File: config.mk
export PLATFORM = sky130hd
export DESIGN_NAME = tdc_frame_sequencer
export DESIGN_NICKNAME = d
export VERILOG_FILES = /design/src/rtl/sifh_pkg.sv /design/src/rtl/pixel_hit_slot.sv /design/src/rtl/tdc_frame_sequencer.sv
export SDC_FILE = /design/constraint.sdc
export NUM_CORES = 1
export LEC_CHECK = 0
export BUFFER_PORTS_ARGS = -buffer_cell sky130_fd_sc_hd__buf_2
export CAP_MARGIN = 10
export CORE_MARGIN = 1.5
export CORE_UTILIZATION = 35
export DETAILED_ROUTE_END_ITERATION = 8
export SLEW_MARGIN = 40
export SYNTH_ARGS = -nofsm -noshare
export SYNTH_HDL_FRONTEND = slang
export SYNTH_SLANG_ARGS = --single-unit
File: constraint.sdc
create_clock -name clk -period 5.1 [get_ports clk]
set_input_delay 1.02 -clock clk [delete_from_list [all_inputs] [get_ports clk]]
set_output_delay 1.02 -clock clk [all_outputs]
set_load 0.05 [all_outputs]
File: src/rtl/sifh_pkg.sv
// Shared parameters and types for the SiFH TDC front end.
// Values mirror parametersSiFH.vh so downstream blocks agree on widths.
package sifh_pkg;

    localparam int unsigned NP        = 10;
    localparam int unsigned PIXEL_NUM = 2;
    localparam int unsigned ACQ_NUM   = 3;
    localparam int unsigned DATA_NUM  = 2;

    typedef logic [NP-1:0] ts_t;

    localparam ts_t NO_HIT = ts_t'((2 ** NP) - 1);

    typedef enum logic [1:0] {
        IDLE  = 2'd0,
        ACQ   = 2'd1,
        DRAIN = 2'd2
    } state_t;

    localparam int unsigned WORDS = PIXEL_NUM * ACQ_NUM * DATA_NUM;

    // Counter widths hold the full count; index widths address one array entry.
    localparam int unsigned ACQ_CW  = $clog2(ACQ_NUM + 1);
    localparam int unsigned SLOT_CW = $clog2(DATA_NUM + 1);
    localparam int unsigned RD_CW   = $clog2(WORDS + 1);
    localparam int unsigned ACQ_IW  = (ACQ_NUM > 1) ? $clog2(ACQ_NUM) : 1;
    localparam int unsigned SLOT_IW = (DATA_NUM > 1) ? $clog2(DATA_NUM) : 1;

endpackage

File: src/rtl/pixel_hit_slot.sv
// Per-pixel hit slot allocator: counts accepted hits in the open acquisition
// and flags hits that arrive once every slot is taken.
module pixel_hit_slot
    import sifh_pkg::*;
(
    input  logic               clk_i,
    input  logic               res_i,
    input  logic               clr_i,
    input  logic               en_i,
    input  logic               hit_valid_i,
    output logic               wr_en_o,
    output logic [SLOT_IW-1:0] slot_idx_o,
    output logic               drop_o
);

    logic [SLOT_CW-1:0] slot_cnt_q, slot_cnt_d;
    logic               full;

    assign full       = (slot_cnt_q == SLOT_CW'(DATA_NUM));
    assign wr_en_o    = en_i && hit_valid_i && !full;
    assign drop_o     = en_i && hit_valid_i && full;
    assign slot_idx_o = slot_cnt_q[SLOT_IW-1:0];

    always_comb begin
        slot_cnt_d = slot_cnt_q;
        if (clr_i) begin
            slot_cnt_d = '0;
        end else if (wr_en_o) begin
            slot_cnt_d = slot_cnt_q + SLOT_CW'(1);
        end
    end

    always_ff @(posedge clk_i) begin
        if (res_i) begin
            slot_cnt_q <= '0;
        end else begin
            slot_cnt_q <= slot_cnt_d;
        end
    end

endmodule

File: src/rtl/tdc_frame_sequencer.sv
// Captures per-pixel TDC hits over ACQ_NUM acquisitions, then streams the frame
// pixel-major / acquisition / slot as one word per clock to hisBuilderFSM.
module tdc_frame_sequencer
    import sifh_pkg::*;
(
    input  logic                    clk,
    input  logic                    res,
    input  logic                    acq_start,
    input  logic                    acq_end,
    input  logic [PIXEL_NUM-1:0]    hit_valid,
    input  logic [PIXEL_NUM*NP-1:0] hit_data,
    output logic                    busy,
    output logic                    wrEn,
    output ts_t                     data,
    output logic                    frame_done,
    output logic                    overflow
);

    state_t            state_q, state_d;
    logic [ACQ_CW-1:0] acq_cnt_q, acq_cnt_d;
    logic [RD_CW-1:0]  rd_idx_q, rd_idx_d;

    ts_t  [PIXEL_NUM-1:0][ACQ_NUM-1:0][DATA_NUM-1:0] buf_q, buf_d;
    logic [PIXEL_NUM-1:0][ACQ_NUM-1:0][DATA_NUM-1:0] vld_q, vld_d;

    logic wren_q, wren_d;
    ts_t  data_q, data_d;
    logic frame_done_q, frame_done_d;
    logic overflow_q, overflow_d;

    logic [PIXEL_NUM-1:0] slot_wr, slot_drop;
    logic [SLOT_IW-1:0]   slot_idx [PIXEL_NUM];
    logic                 slot_clr, slot_en;
    logic [ACQ_IW-1:0]    acq_row;
    ts_t                  rd_word;

    assign slot_clr = (state_q == IDLE) && acq_start;
    assign slot_en  = (state_q == ACQ);
    assign acq_row  = acq_cnt_q[ACQ_IW-1:0];

    for (genvar p = 0; p < PIXEL_NUM; p++) begin : g_pix
        pixel_hit_slot u_slot (
            .clk_i       (clk),
            .res_i       (res),
            .clr_i       (slot_clr),
            .en_i        (slot_en),
            .hit_valid_i (hit_valid[p]),
            .wr_en_o     (slot_wr[p]),
            .slot_idx_o  (slot_idx[p]),
            .drop_o      (slot_drop[p])
        );
    end

    // Flat read index with slot fastest; unwritten entries read as NO_HIT.
    always_comb begin
        rd_word = NO_HIT;
        for (int p = 0; p < PIXEL_NUM; p++) begin
            for (int a = 0; a < ACQ_NUM; a++) begin
                for (int s = 0; s < DATA_NUM; s++) begin
                    if (rd_idx_q == RD_CW'((p * ACQ_NUM + a) * DATA_NUM + s) && vld_q[p][a][s]) begin
                        rd_word = buf_q[p][a][s];
                    end
                end
            end
        end
    end

    always_comb begin
        state_d      = state_q;
        acq_cnt_d    = acq_cnt_q;
        rd_idx_d     = rd_idx_q;
        buf_d        = buf_q;
        vld_d        = vld_q;
        wren_d       = 1'b0;
        data_d       = data_q;
        frame_done_d = 1'b0;
        overflow_d   = overflow_q;

        case (state_q)
            IDLE: begin
                if (acq_start) begin
                    for (int p = 0; p < PIXEL_NUM; p++) begin
                        vld_d[p][acq_row] = '0;
                    end
                    state_d = ACQ;
                end
            end
            ACQ: begin
                for (int p = 0; p < PIXEL_NUM; p++) begin
                    if (slot_wr[p]) begin
                        buf_d[p][acq_row][slot_idx[p]] = hit_data[p*NP +: NP];
                        vld_d[p][acq_row][slot_idx[p]] = 1'b1;
                    end
                end
                if (|slot_drop) begin
                    overflow_d = 1'b1;
                end
                if (acq_end) begin
                    if (acq_cnt_q < ACQ_CW'(ACQ_NUM - 1)) begin
                        acq_cnt_d = acq_cnt_q + ACQ_CW'(1);
                        state_d   = IDLE;
                    end else begin
                        state_d    = DRAIN;
                        rd_idx_d   = '0;
                        overflow_d = 1'b0;
                    end
                end
            end
            DRAIN: begin
                wren_d = 1'b1;
                data_d = rd_word;
                if (rd_idx_q == RD_CW'(WORDS - 1)) begin
                    frame_done_d = 1'b1;
                    state_d      = IDLE;
                    acq_cnt_d    = '0;
                end else begin
                    rd_idx_d = rd_idx_q + RD_CW'(1);
                end
            end
            default: state_d = IDLE;
        endcase
    end

    always_ff @(posedge clk) begin
        if (res) begin
            state_q      <= IDLE;
            acq_cnt_q    <= '0;
            rd_idx_q     <= '0;
            vld_q        <= '0;
            wren_q       <= 1'b0;
            data_q       <= '0;
            frame_done_q <= 1'b0;
            overflow_q   <= 1'b0;
        end else begin
            state_q      <= state_d;
            acq_cnt_q    <= acq_cnt_d;
            rd_idx_q     <= rd_idx_d;
            vld_q        <= vld_d;
            wren_q       <= wren_d;
            data_q       <= data_d;
            frame_done_q <= frame_done_d;
            overflow_q   <= overflow_d;
        end
    end

    // Timestamp storage needs no reset: the valid bits qualify every entry.
    always_ff @(posedge clk) begin
        buf_q <= buf_d;
    end

    assign busy       = (state_q == DRAIN);
    assign wrEn       = wren_q;
    assign data       = data_q;
    assign frame_done = frame_done_q;
    assign overflow   = overflow_q;

endmodule

======== Word-level counts from Yosys, hierarchy flattened ========
Index checks and enable logic that the tools add are counted.
cells by class
  add/subtract/negate cells ............... 4
  multipliers ............................. 0
  div/mod/pow operators ................... 0
  magnitude comparators ................... 7
  eq/ne operators ......................... 23
  shift operators ......................... 0
  mux-type cells .......................... 53
  bitwise gates (word level) .............. 6
  reduce and logical (&&, ||, !) cells .... 38
operator list
  kind                                                             count
  10-bit 2-to-1 mux                                                14
  60-bit bitwise mux                                               2
  20-bit demux with 2-bit select                                   2
  20-bit 2-to-1 mux                                                2
  12-bit case mux with 2 select lines                              1
  1-bit logical AND                                                22
  10-bit demux with 1-bit select                                   2
  2-bit 2-to-1 mux                                                 9
  4-bit by 3-bit == test with 1-bit output, second input constant  4
  4-bit == test, second input constant                             4
  6-bit AND                                                        2
  2-bit demux with 2-bit select                                    3
  12-bit 2-to-1 mux                                                1
  4-bit 2-to-1 mux                                                 3
  6-bit 2-to-1 mux                                                 2
  2-bit != test, second input constant                             6
  6-bit OR                                                         2
  3-bit AND reduction                                              3
  4-bit by 2-bit == test with 1-bit output, second input constant  2
  4-bit case mux with 2 select lines                               1
  4-bit AND reduction                                              2
  1-bit 2-to-1 mux                                                 7
  2-bit by 1-bit adder with 2-bit output, second input constant    3
  2-bit == test, second input constant                             3
  other kinds (20)                                                 29
storage, ports and cells
  flip-flop bits (word level) ............. 157
  latch bits .............................. 0
  RAM bits ................................ 0
  bits in read-only memories .............. 0
  output and inout port bits .............. 14
  memories ................................ 0

======== Logic depth before layout (Yosys ltp) ========
Gate-level depths: netlist of the first run.
  word-level depth ........................ 14
  gate-level depth with buffers ........... 8
  mapped depth without buffers ............ 8

======== Modules after synthesis ========
Synthesis of the first run repeated with hierarchy kept, for this count alone.
unflattened totals
  cells, all modules ...................... 426
  area total of the unflattened synthesis .. 6142.1 um2
by module, submodules not included
  module               instances  cells an instance  area an instance (um2)
  tdc_frame_sequencer  1          402                5894.4
  pixel_hit_slot       2          12                 123.9

======== Worst setup path before layout of the first run ========
Ideal clock, no wire load.
  path kind ............................... input -> register
  start point ............................. input port hit_valid[0]
  end point ............................... register buf_q[40] in the netlist's numbering (enable)
  setup time .............................. 0.348 ns
  data arrival time ....................... 2.002 ns
  data required time ...................... 4.752 ns
  slack ................................... 2.750 ns
  stages .................................. 2
  path through ............................ nor3b_1 -> and3_1
on the way
  longest elaborated chain between the ends .. 3
ends and longest elaborated chain
  item                             RTL line                    source
  from (decl)                      tdc_frame_sequencer.sv:10   input logic [PIXEL_NUM-1:0] hit_valid,
  1-bit logical AND (2 in series)  pixel_hit_slot.sv:20        assign wr_en_o = en_i && hit_valid_i && !full;
  2-bit AND reduction (no line)    --
  to (signal assigned)             tdc_frame_sequencer.sv:148  buf_q <= buf_d;
  to (decl)                        tdc_frame_sequencer.sv:23   ts_t [PIXEL_NUM-1:0][ACQ_NUM-1:0][DATA_NUM-1:0] buf_q, buf_d;
No other way between the ends.
A chain may end at the register's enable or synchronous reset.

======== Worst setup path in the final report of the first run ========
  start point ............................. register rd_idx_q[0]
  end point ............................... register data_q[7], in the netlist data[7]
on the way
  longest elaborated chain between the ends .. 14
ends and longest elaborated chain
  item                              RTL line                    source
  from (decl)                       tdc_frame_sequencer.sv:21   logic [RD_CW-1:0] rd_idx_q, rd_idx_d;
  from (signal assigned)            tdc_frame_sequencer.sv:137  rd_idx_q <= rd_idx_d;
  4-bit logical NOT                 tdc_frame_sequencer.sv:60   if (rd_idx_q == RD_CW'((p * ACQ_NUM + a) * DATA_NUM + s) && vld_q[p][a][s]) begin
  1-bit logical AND                 tdc_frame_sequencer.sv:60
  10-bit 2-to-1 mux (11 in series)  tdc_frame_sequencer.sv:60
  10-bit 2-to-1 mux *               tdc_frame_sequencer.sv:60
  to (signal assigned)              tdc_frame_sequencer.sv:140  data_q <= data_d;
  to (decl)                         tdc_frame_sequencer.sv:27   ts_t data_q, data_d;
Every way passes the cells marked *; elsewhere a longest branch is shown, timed or not.

==> results.sh, run 1 <==
export IMPL_cts_made_buffers=17
export IMPL_fin_skew_ns=0.00565
export IMPL_max_freq_ghz=0.384
export IMPL_cts_setup_buffers=0
export IMPL_hold_viol=0
export IMPL_worstPathCellList="ha_1 > nand4b_1 > nand2_1 > nor2_1 > or4_1 > o21ai_1"
export IMPL_numClockSinks=157
export IMPL_synth_common_cells="edfxtp_1 (120), nor2_1 (52), dfxtp_1 (37), nand2_1 (20), a21oi_1 (18)"
export IMPL_power_density_mw_per_mm2=384
export IMPL_first_global_vias=3917
export IMPL_cp_arrival_ns=2.96
export IMPL_ios=40
export IMPL_dp_cells=673
export IMPL_dieHeight_um=135
export IMPL_slew_headroom_pct=43.1
export IMPL_synthTopCellsByArea="edfxtp_1 (60%), dfxtp_1 (12%), nor2_1 (3.2%)"
export IMPL_antenna_left=0
export IMPL_hold_path_class="flop to flop"
export IMPL_num_nets_final=507
export IMPL_cp_slowest_cell="nand4b_1"
export IMPL_drtPass1Iterations=8
export IMPL_synthArstFlopShare_pct=0
export IMPL_start_util_pct=36.1
export IMPL_viasPerCell=5.52
export IMPL_finalWorstPathRequiredPeriod_ns=2.60
export IMPL_ctsHoldBuffers=0
export IMPL_crit_path_end_kind="flop"
export IMPL_clock_latency_ns=0.42
export IMPL_netlist_area_leader_share_pct=59.5
export IMPL_finalSetupTns_ns=0
export IMPL_cts_tree="built"
export IMPL_syn_inst=426
export IMPL_yosys_area_top_type="edfxtp_1"
export IMPL_die_area_mm2=0.0181
export IMPL_drv_cap=0
export IMPL_antennaDiodeCount=0
export IMPL_wire_per_inst_um=19.2
export IMPL_critPathLaunchType="flop"
export IMPL_core_area_mm2=0.0168
export IMPL_tightestPinTransition_ns=0.850
export IMPL_drt_iter0_drc=362
export IMPL_finalPower_w=0.00273
export IMPL_synth_most_common_cell="edfxtp_1"
export IMPL_synth_edf_count=120
export IMPL_postSynthAreaPerCell_um2=14.2
export IMPL_status="completed"
export IMPL_grt_max_degree=17
export IMPL_slew_violations=0
export IMPL_antenna_found_initial=0
export IMPL_overflow=0
export IMPL_gp_congestion=0.785
export IMPL_setup_viol=0
export IMPL_worstPathRequired_ns=5.45
export IMPL_worst_setup_path_type="flop to flop"
export IMPL_routed_wl_um=13600
export IMPL_cts_max_path_buffers=2
export IMPL_rsz0062_at_grt="false"
export IMPL_drc=0
export IMPL_holdWs_ns=0.467
export IMPL_num_rows=47
export IMPL_ir_drop_mv=0.247
export IMPL_portBuffers=39
export IMPL_yosysWarnings=0
export IMPL_hpwl_um=9830
export IMPL_clock_root_buffer="clkbuf_16"
export IMPL_crit_fanout=11
export IMPL_cpPeakStageDelay_ns=0.54
export IMPL_finalCritPeriodShare_pct=51.0
export IMPL_ys_types=42
export IMPL_grt_use_total_pct=15.9
export IMPL_final_cells=705
export IMPL_dieWidth_um=135
export IMPL_clk_pin_slew_ns=0.06
export IMPL_p_leak_nw=2.39
export IMPL_netlist_area_mm2=0.00606
export IMPL_grt_first_pass_wirelength_um=21200
export IMPL_ys_flop_type="edfxtp_1"
export IMPL_cts_resized=0
export IMPL_synth_seq_cells=157
export IMPL_vias=3893
export IMPL_syn_num_nets=461
export IMPL_areaGrowthSynthToFinish_pct=17.1
export IMPL_drive_gt1_share_pct=16.1
export IMPL_cts_max_level=4
export IMPL_ys_seq_area_share_pct=71.7
## critical path, delay by kind of cell (launching register included)
family                   cells  cell delay [ns]
flip-flops                   1             0.40
AND/OR/NAND/NOR              4             1.62
adder cells (fa/ha/maj)      1             0.38
AO/OA/AOI/OAI                1             0.13
## path summary, 6_finish.rpt
kind          startpoint  endpoint  slack, ns  cells past startpoint
max reg2reg  rd_idx_q[0]   data[7]       2.50                      6
min reg2reg     vld_q[6]  vld_q[6]       0.47                      2
min             vld_q[6]  vld_q[6]       0.47                      2
max          rd_idx_q[0]   data[7]       2.50                      6
## cells by family after synthesis
kind of cell | after synthesis | synth area share (%)
buf+inv | 20 | 1.36
simple gates | 138 | 12.5
xor+xnor | 4 | 0.579
compound gates | 98 | 11.9
fa+ha+maj | 9 | 1.86
flops | 157 | 71.7
## per-stage QoR
step                      cell area [um2]  util (%)  setup WS [ns]
after floorplan                      6060         -           2.75
after global placement               6480      38.7           2.20
after detailed placement             6500      38.8           2.41
after CTS                            7090      42.3           2.53
after global routing                 7090      42.3           2.30
final                                7090      42.3           2.50
## report_power, final
group | switching, W | internal [W] | leakage (nW) | total [W]
clock network | 0.000519 | 0.000732 | 0.288 | 0.00125
logic | 0.0000518 | 0.0000261 | 0.716 | 0.0000779
registers | 0.00000778 | 0.00139 | 1.38 | 0.00140
total | 0.000579 | 0.00215 | 2.39 | 0.00273
## final cells by class
type,count,area [um2]
repair buffers,39,195
clock inverters,14,159
fillers,1505,9670
multi-input cells,249,1650
well taps,220,275
inverters,8,35.0
flip-flops and latches,157,4340
clock buffers,18,429
## routing by layer
layer	wire (um)	global-route usage (%)	part of all wire (%)
met5	0	0	0
met4	352	7.17	2.6
met3	674	3.87	5.0
met2	6830	27.3	50
met1	5700	18.8	42
## cells in the final DEF, fill, tap and decap left out, types with 4 or more instances in the layout
cell and count:
a222oi_1 10, ha_1 9, nand3b_1 4, o22ai_1 11
nand2_1 20, nand2b_1 4, o21ai_1 11, and4_1 11
buf_2 39, nor2_1 52, a221oi_1 10, o221ai_1 11
a21oi_1 17, edfxtp_1 120, and4b_1 4, inv_1 7
a211oi_1 5, a32oi_1 11, clkbuf_16 17, dfxtp_1 37
nand3_1 4, and3_1 12, or4_1 9
## state kept, by name (all words and copies together), names as in the netlist
register,count
frame_done,1
rd_idx_q,4
state_q,2
vld_q,12
wrEn,1
g_pix.u_slot.slot_cnt_q,4
data,10
buf_q,120
overflow,1
acq_cnt_q,2
No activity file was read; power rests on OpenSTA's default activity.
==> inputs of run 2 (changes only) <==
ABC_AREA = 1   (was default)
clock period = 2.5 ns   (was 5.1 ns; I/O delays follow)
==> run 2 against run 1 <==
Largest cell class unchanged. Power is 110% higher. Area after synthesis is 14% higher. Synthesized cell count is 67% higher. Non-clock buffer count is 24 higher.
==> results.sh, run 2 <==
export IMPL_min_path_cells=1
export IMPL_ys_seq_area_share_pct=63.2
export IMPL_hpwl_um=10500
export IMPL_clk_pin_slew_ns=0.06
export IMPL_gp_congestion=0.808
export IMPL_overflow=0
export IMPL_grt_use_total_pct=16.3
export IMPL_synth_edf_count=120
export IMPL_crit_fanout=5
export IMPL_critPathLaunch="rd_idx_q[0]"
export IMPL_yosys_area_top_type="edfxtp_1"
export IMPL_worst_r2r_path_depth=19
export IMPL_holdWs_ns=0.331
export IMPL_start_util_pct=35.5
export IMPL_dieWidth_um=143
export IMPL_worst_setup_path_type="flop to flop"
export IMPL_power_density_mw_per_mm2=718
export IMPL_die_area_mm2=0.0205
export IMPL_routed_wl_um=15300
export IMPL_netlist_area_leader_share_pct=52.4
export IMPL_viasPerCell=4.48
export IMPL_worstPathRequired_ns=2.79
export IMPL_finalCritPeriodShare_pct=87.3
export IMPL_hold_path_class="input port to flop"
export IMPL_p_leak_nw=3.24
export IMPL_drc=0
export IMPL_final_core_util_pct=41.6
export IMPL_final_cell_mix="nand2_1 (153), inv_1 (135), edfxtp_1 (120)"
export IMPL_layout_commonest_cell="nand2_1"
export IMPL_final_cells=1054
export IMPL_clock_root_buffer="clkbuf_16"
export IMPL_ios=40
export IMPL_fin_skew_ns=0.0122
export IMPL_portBuffers=39
export IMPL_drtPass1Iterations=4
export IMPL_cp_arrival_ns=2.47
export IMPL_slew_headroom_pct=62.4
export IMPL_vias=4719
export IMPL_ys_flop_type="edfxtp_1"
export IMPL_core_area_mm2=0.0194
export IMPL_syn_num_nets=748
export IMPL_cts_max_level=4
export IMPL_largest_reg_flops=120
export IMPL_num_nets_final=810
export IMPL_finalSetupTns_ns=0
export IMPL_finalWorstPathRequiredPeriod_ns=2.18
export IMPL_wire_per_inst_um=14.5
export IMPL_drive_gt1_share_pct=14.6
export IMPL_status="completed"
export IMPL_synthTopCellsByArea="edfxtp_1 (52%), dfxtp_1 (11%), nand2_1 (8.3%)"
export IMPL_cts_tree="built"
export IMPL_synth_common_cells="nand2_1 (153), inv_1 (136), edfxtp_1 (120), nor2_1 (56), nand3_1 (53)"
export IMPL_first_global_vias=4632
export IMPL_ir_drop_mv=0.492
export IMPL_netlist_area_mm2=0.00688
export IMPL_max_freq_ghz=0.458
export IMPL_antenna_found_initial=1
export IMPL_reg2reg_from="rd_idx_q[0]"
export IMPL_slew_violations=0
export IMPL_clock_latency_ns=0.42
export IMPL_hold_viol=0
export IMPL_num_rows=51
export IMPL_dp_cells=1021
export IMPL_grt_first_pass_wirelength_um=24800
export IMPL_cts_max_path_buffers=2
export IMPL_hp_start="hit_data[0]"
export IMPL_reg2reg_slack_ns=0.32
export IMPL_tightestPinTransition_ns=0.563
export IMPL_synth_most_common_cell="nand2_1"
export IMPL_cts_made_buffers=17
export IMPL_regMostFlops="buf_q"
export IMPL_ys_types=29
export IMPL_setup_viol=0
export IMPL_rsz0062_at_grt="false"
export IMPL_drv_cap=0
export IMPL_syn_inst=713
export IMPL_critPathLaunchType="flop"
export IMPL_numClockSinks=157
export IMPL_finalPower_w=0.00580
export IMPL_synthArstFlopShare_pct=0
export IMPL_synth_seq_cells=157
export IMPL_crit_path_end_kind="flop"
export IMPL_areaGrowthSynthToFinish_pct=17.3
export IMPL_drt_iter0_drc=291
export IMPL_antenna_left=0
export IMPL_postSynthAreaPerCell_um2=9.65
export IMPL_yosysWarnings=0
export IMPL_grt_max_degree=26
export IMPL_dieHeight_um=143
==> run 2: cell types whose count changed in the layout (fill, tap and decap cells not counted), moves of 11 or more <==
cell      change
o22ai_1      -11
a32oi_1      -11
nand3_1      +49
inv_1       +128
and4_1       -11
o21ai_1      -11
o21ai_0      +42
and3_1       -12
nor3_1       +12
nand2_1     +133
buf_4        +24
o221ai_1     -11
==> run 2: power breakdown <==
group	internal (W)	switching [W]	leakage, nW	total [W]
sequential	0.00285	0.0000195	1.38	0.00287
clock	0.00160	0.00103	0.287	0.00263
combinational	0.0000884	0.000208	1.57	0.000296
==> run 2: repair_timing <==
| item | in CTS | in global routing |
|---|---|---|
| setup buffers | 0 | 0 |
| hold buffers | 0 | 0 |
| resized for setup | 0 | 3 |
| endpoints found under the hold margin | 0 | 0 |
| setup endpoints to repair | 0 | 1 |
==> run 2: kinds of logic (layout without fill, tap and decap cells) <==
kind of cell	after synthesis	count (layout)	synth area share, %
AOI/OAI and AO/OA	82	82	6.62
adders and majority gates	9	9	1.64
buffers and inverters	162	237	9.60
DFF	157	157	63.2
other	0	1	0
and+or+nand+nor	303	303	19.0
==> run 2: stage by stage <==
| step | cell area, um2 | setup WS, ns |
|---|---|---|
| after floorplan | 6880 | 0.277 |
| after global placement | 7460 | 0.286 |
| after detailed placement | 7460 | 0.248 |
| after CTS | 8070 | 0.226 |
| after global routing | 8070 | 0.0156 |
| final | 8070 | 0.317 |
==> run 2: critical path, cell delays in order (launching register included) <==
cell	delay [ns]
dfxtp_1	0.33
inv_1	0.15
ha_1	0.21
nand2_1	0.11
inv_1	0.10
nand2_1	0.05
nor2_1	0.18
nand2_1	0.07
nand3_1	0.09
nand2_1	0.06
nand3_1	0.06
nand2_1	0.05
nand2_1	0.17
nand2_1	0.07
nand3_1	0.07
nand2_1	0.06
nand2_1	0.06
nand2_1	0.04
nand2_1	0.07
a21oi_2	0.05
==> run 2: final cells by class <==
class / count / area, um2
Inverter: 142 / 533
Sequential cell: 157 / 4340
Tap cell: 265 / 332
Clock buffer: 19 / 443
Clock inverter: 13 / 165
Timing Repair Buffer: 63 / 375
Antenna cell: 1 / 2.50
Multi-Input combinational cell: 394 / 1880
Fill cell: 1932 / 11300
==> run 2: path summary, 6_finish.rpt <==
path                                   to
worst max register to register    data[0]
worst max-delay path              data[0]
worst min-delay path            buf_q[50]
worst min register to register  vld_q[11]
==> run 2: metal layers <==
| layer | GRT usage, % | vias up | wire length, um |
|---|---|---|---|
| met2 | 26.8 | 94 | 7100 |
| li1 | - | 2425 | - |
| met5 | 0 | - | 0 |
| met1 | 21.1 | 2182 | 7230 |
| met4 | 5.21 | 0 | 216 |
| met3 | 3.96 | 18 | 726 |
==> inputs of run 3 (changes only) <==
RECOVER_POWER = 50   (was default)
==> run 3 against run 2 <==
Register-to-register slack about the same. First-iteration DRC count up 14%. Count of clock-buffer cells in the layout did not move. Global-route usage did not move. Critical path depth shrank 12. Final area shrank 0.59%. Sequential power about the same. Clock skew barely moved. Critical endpoint is now acq_cnt_q[1]. Largest cell class unchanged. Highest routed layer unchanged.
==> results.sh, run 3 (synthesized netlist as in run 2, its figures left out) <==
export IMPL_status="completed"
export IMPL_drv_cap=0
export IMPL_power_density_mw_per_mm2=723
export IMPL_slew_headroom_pct=17.2
export IMPL_gp_congestion=0.808
export IMPL_dp_cells=1021
export IMPL_hp_start="acq_start"
export IMPL_clock_root_buffer="clkbuf_16"
export IMPL_wire_per_inst_um=14.5
export IMPL_cts_resized=0
export IMPL_clk_pin_slew_ns=0.06
export IMPL_areaGrowthSynthToFinish_pct=16.6
export IMPL_antenna_left=0
export IMPL_cts_setup_buffers=0
export IMPL_fin_skew_ns=0.0123
export IMPL_final_cell_mix="nand2_1 (153), inv_1 (135), edfxtp_1 (120)"
export IMPL_cts_made_buffers=17
export IMPL_first_global_vias=4632
export IMPL_finalSetupTns_ns=0
export IMPL_cp_arrival_ns=2.52
export IMPL_r2r_end="acq_cnt_q[1]"
export IMPL_die_area_mm2=0.0205
export IMPL_clock_latency_ns=0.42
export IMPL_numClockSinks=157
export IMPL_cts_max_path_buffers=2
export IMPL_finalWorstPathRequiredPeriod_ns=2.18
export IMPL_slew_violations=0
export IMPL_worst_r2r_path_depth=7
export IMPL_grt_max_degree=26
export IMPL_min_to="state_q[0]"
export IMPL_vias=4735
export IMPL_hpwl_um=10500
export IMPL_p_leak_nw=3.12
export IMPL_pre_cts_ws_ns=0.248
export IMPL_core_area_mm2=0.0194
export IMPL_grt_use_total_pct=16.3
export IMPL_reg2reg_slack_ns=0.32
export IMPL_largest_reg_flops=120
export IMPL_rsz0062_at_grt="false"
export IMPL_num_nets_final=810
export IMPL_routed_wl_um=15200
export IMPL_reg2reg_from="state_q[0]"
export IMPL_crit_fanout=25
export IMPL_setup_viol=0
export IMPL_drt_iter0_drc=332
export IMPL_ir_drop_mv=0.492
export IMPL_grt_first_pass_wirelength_um=24800
export IMPL_final_cells=1054
export IMPL_viasPerCell=4.49
export IMPL_start_util_pct=35.5
export IMPL_drtPass1Iterations=5
export IMPL_antenna_found_initial=1
export IMPL_cts_max_level=4
export IMPL_ctsHoldBuffers=0
export IMPL_num_rows=51
export IMPL_max_freq_ghz=0.460
export IMPL_tightestPinTransition_ns=1.24
export IMPL_crit_path_end_kind="flop"
export IMPL_drive_gt1_share_pct=10.2
export IMPL_drc=0
export IMPL_min_path_cells=3
export IMPL_layout_commonest_cell="nand2_1"
export IMPL_critPathLaunchType="flop"
export IMPL_regMostFlops="buf_q"
export IMPL_hold_path_class="input port to flop"
export IMPL_worstPathRequired_ns=2.84
export IMPL_hold_viol=0
export IMPL_holdWs_ns=0.360
export IMPL_ios=40
export IMPL_cts_tree="built"
export IMPL_layout_setup_ws_ns=0.324
export IMPL_portBuffers=39
export IMPL_dieHeight_um=143
export IMPL_overflow=0
export IMPL_finalCritPeriodShare_pct=87.0
export IMPL_dieWidth_um=143
export IMPL_worst_setup_path_type="flop to flop"
-- run 3: changes by cell type in the layout (fill, tap and decap cells not counted), sizes merged --
| cell | delta |
|---|---|
| buf | -34 |
| clkbuf | +34 |
-- run 3: metrics by stage --
step / power (W) / util [%] / cell area (um2)
after floorplan: 0.00310 / - / 6880
after global placement: 0.00322 / 38.4 / 7460
after detailed placement: 0.00322 / 38.4 / 7460
after CTS: 0.00585 / 41.6 / 8070
after global routing: 0.00601 / 41.4 / 8020
final: 0.00580 / 41.4 / 8020
-- run 3: layout make-up --
class | count | area [um2]
clock inverters | 13 | 165
clock buffers | 19 | 443
diodes | 1 | 2.50
flip-flops and latches | 157 | 4340
repair buffers | 63 | 330
fillers | 1949 | 11400
well taps | 265 | 332
inverters | 142 | 533
multi-input cells | 394 | 1870
-- run 3: worst max-delay path by stage --
stage | start | to | slack (ns) | cells after the start
2_1_floorplan | g_pix[0].u_slot.slot_cnt_q[0] | buf_q[10] | 0.28 | 5
3_3_place_gp | rd_idx_q[0] | data[9] | 0.29 | 17
3_5_place_dp | rd_idx_q[0] | data[9] | 0.25 | 17
6_report | state_q[0] | acq_cnt_q[1] | 0.32 | 7
4_1_cts | rd_idx_q[0] | data[9] | 0.23 | 17
5_1_grt | rd_idx_q[1] | data[9] | 0.009 | 18
-- run 3: where the power goes --
group	switching [W]	internal, W	total, W
Combinational	0.000207	0.0000826	0.000290
Clock	0.00104	0.00160	0.00264
Sequential	0.0000196	0.00285	0.00287
Total	0.00127	0.00453	0.00580
-- run 3: per-layer routing --
layer	GRT usage, %	wire [um]
met3	3.96	738
met2	26.8	7060
met1	21.1	7220
met5	0	0
met4	5.21	236
-- run 3: worst max-delay path, cell delays in order, from the launching register on --
cell,delay [ns]
dfxtp_1,0.34
nor2_1,0.11
inv_1,0.06
clkbuf_1,0.90
o21ai_0,0.21
nand3_1,0.22
a21oi_1,0.06
a211oi_1,0.19
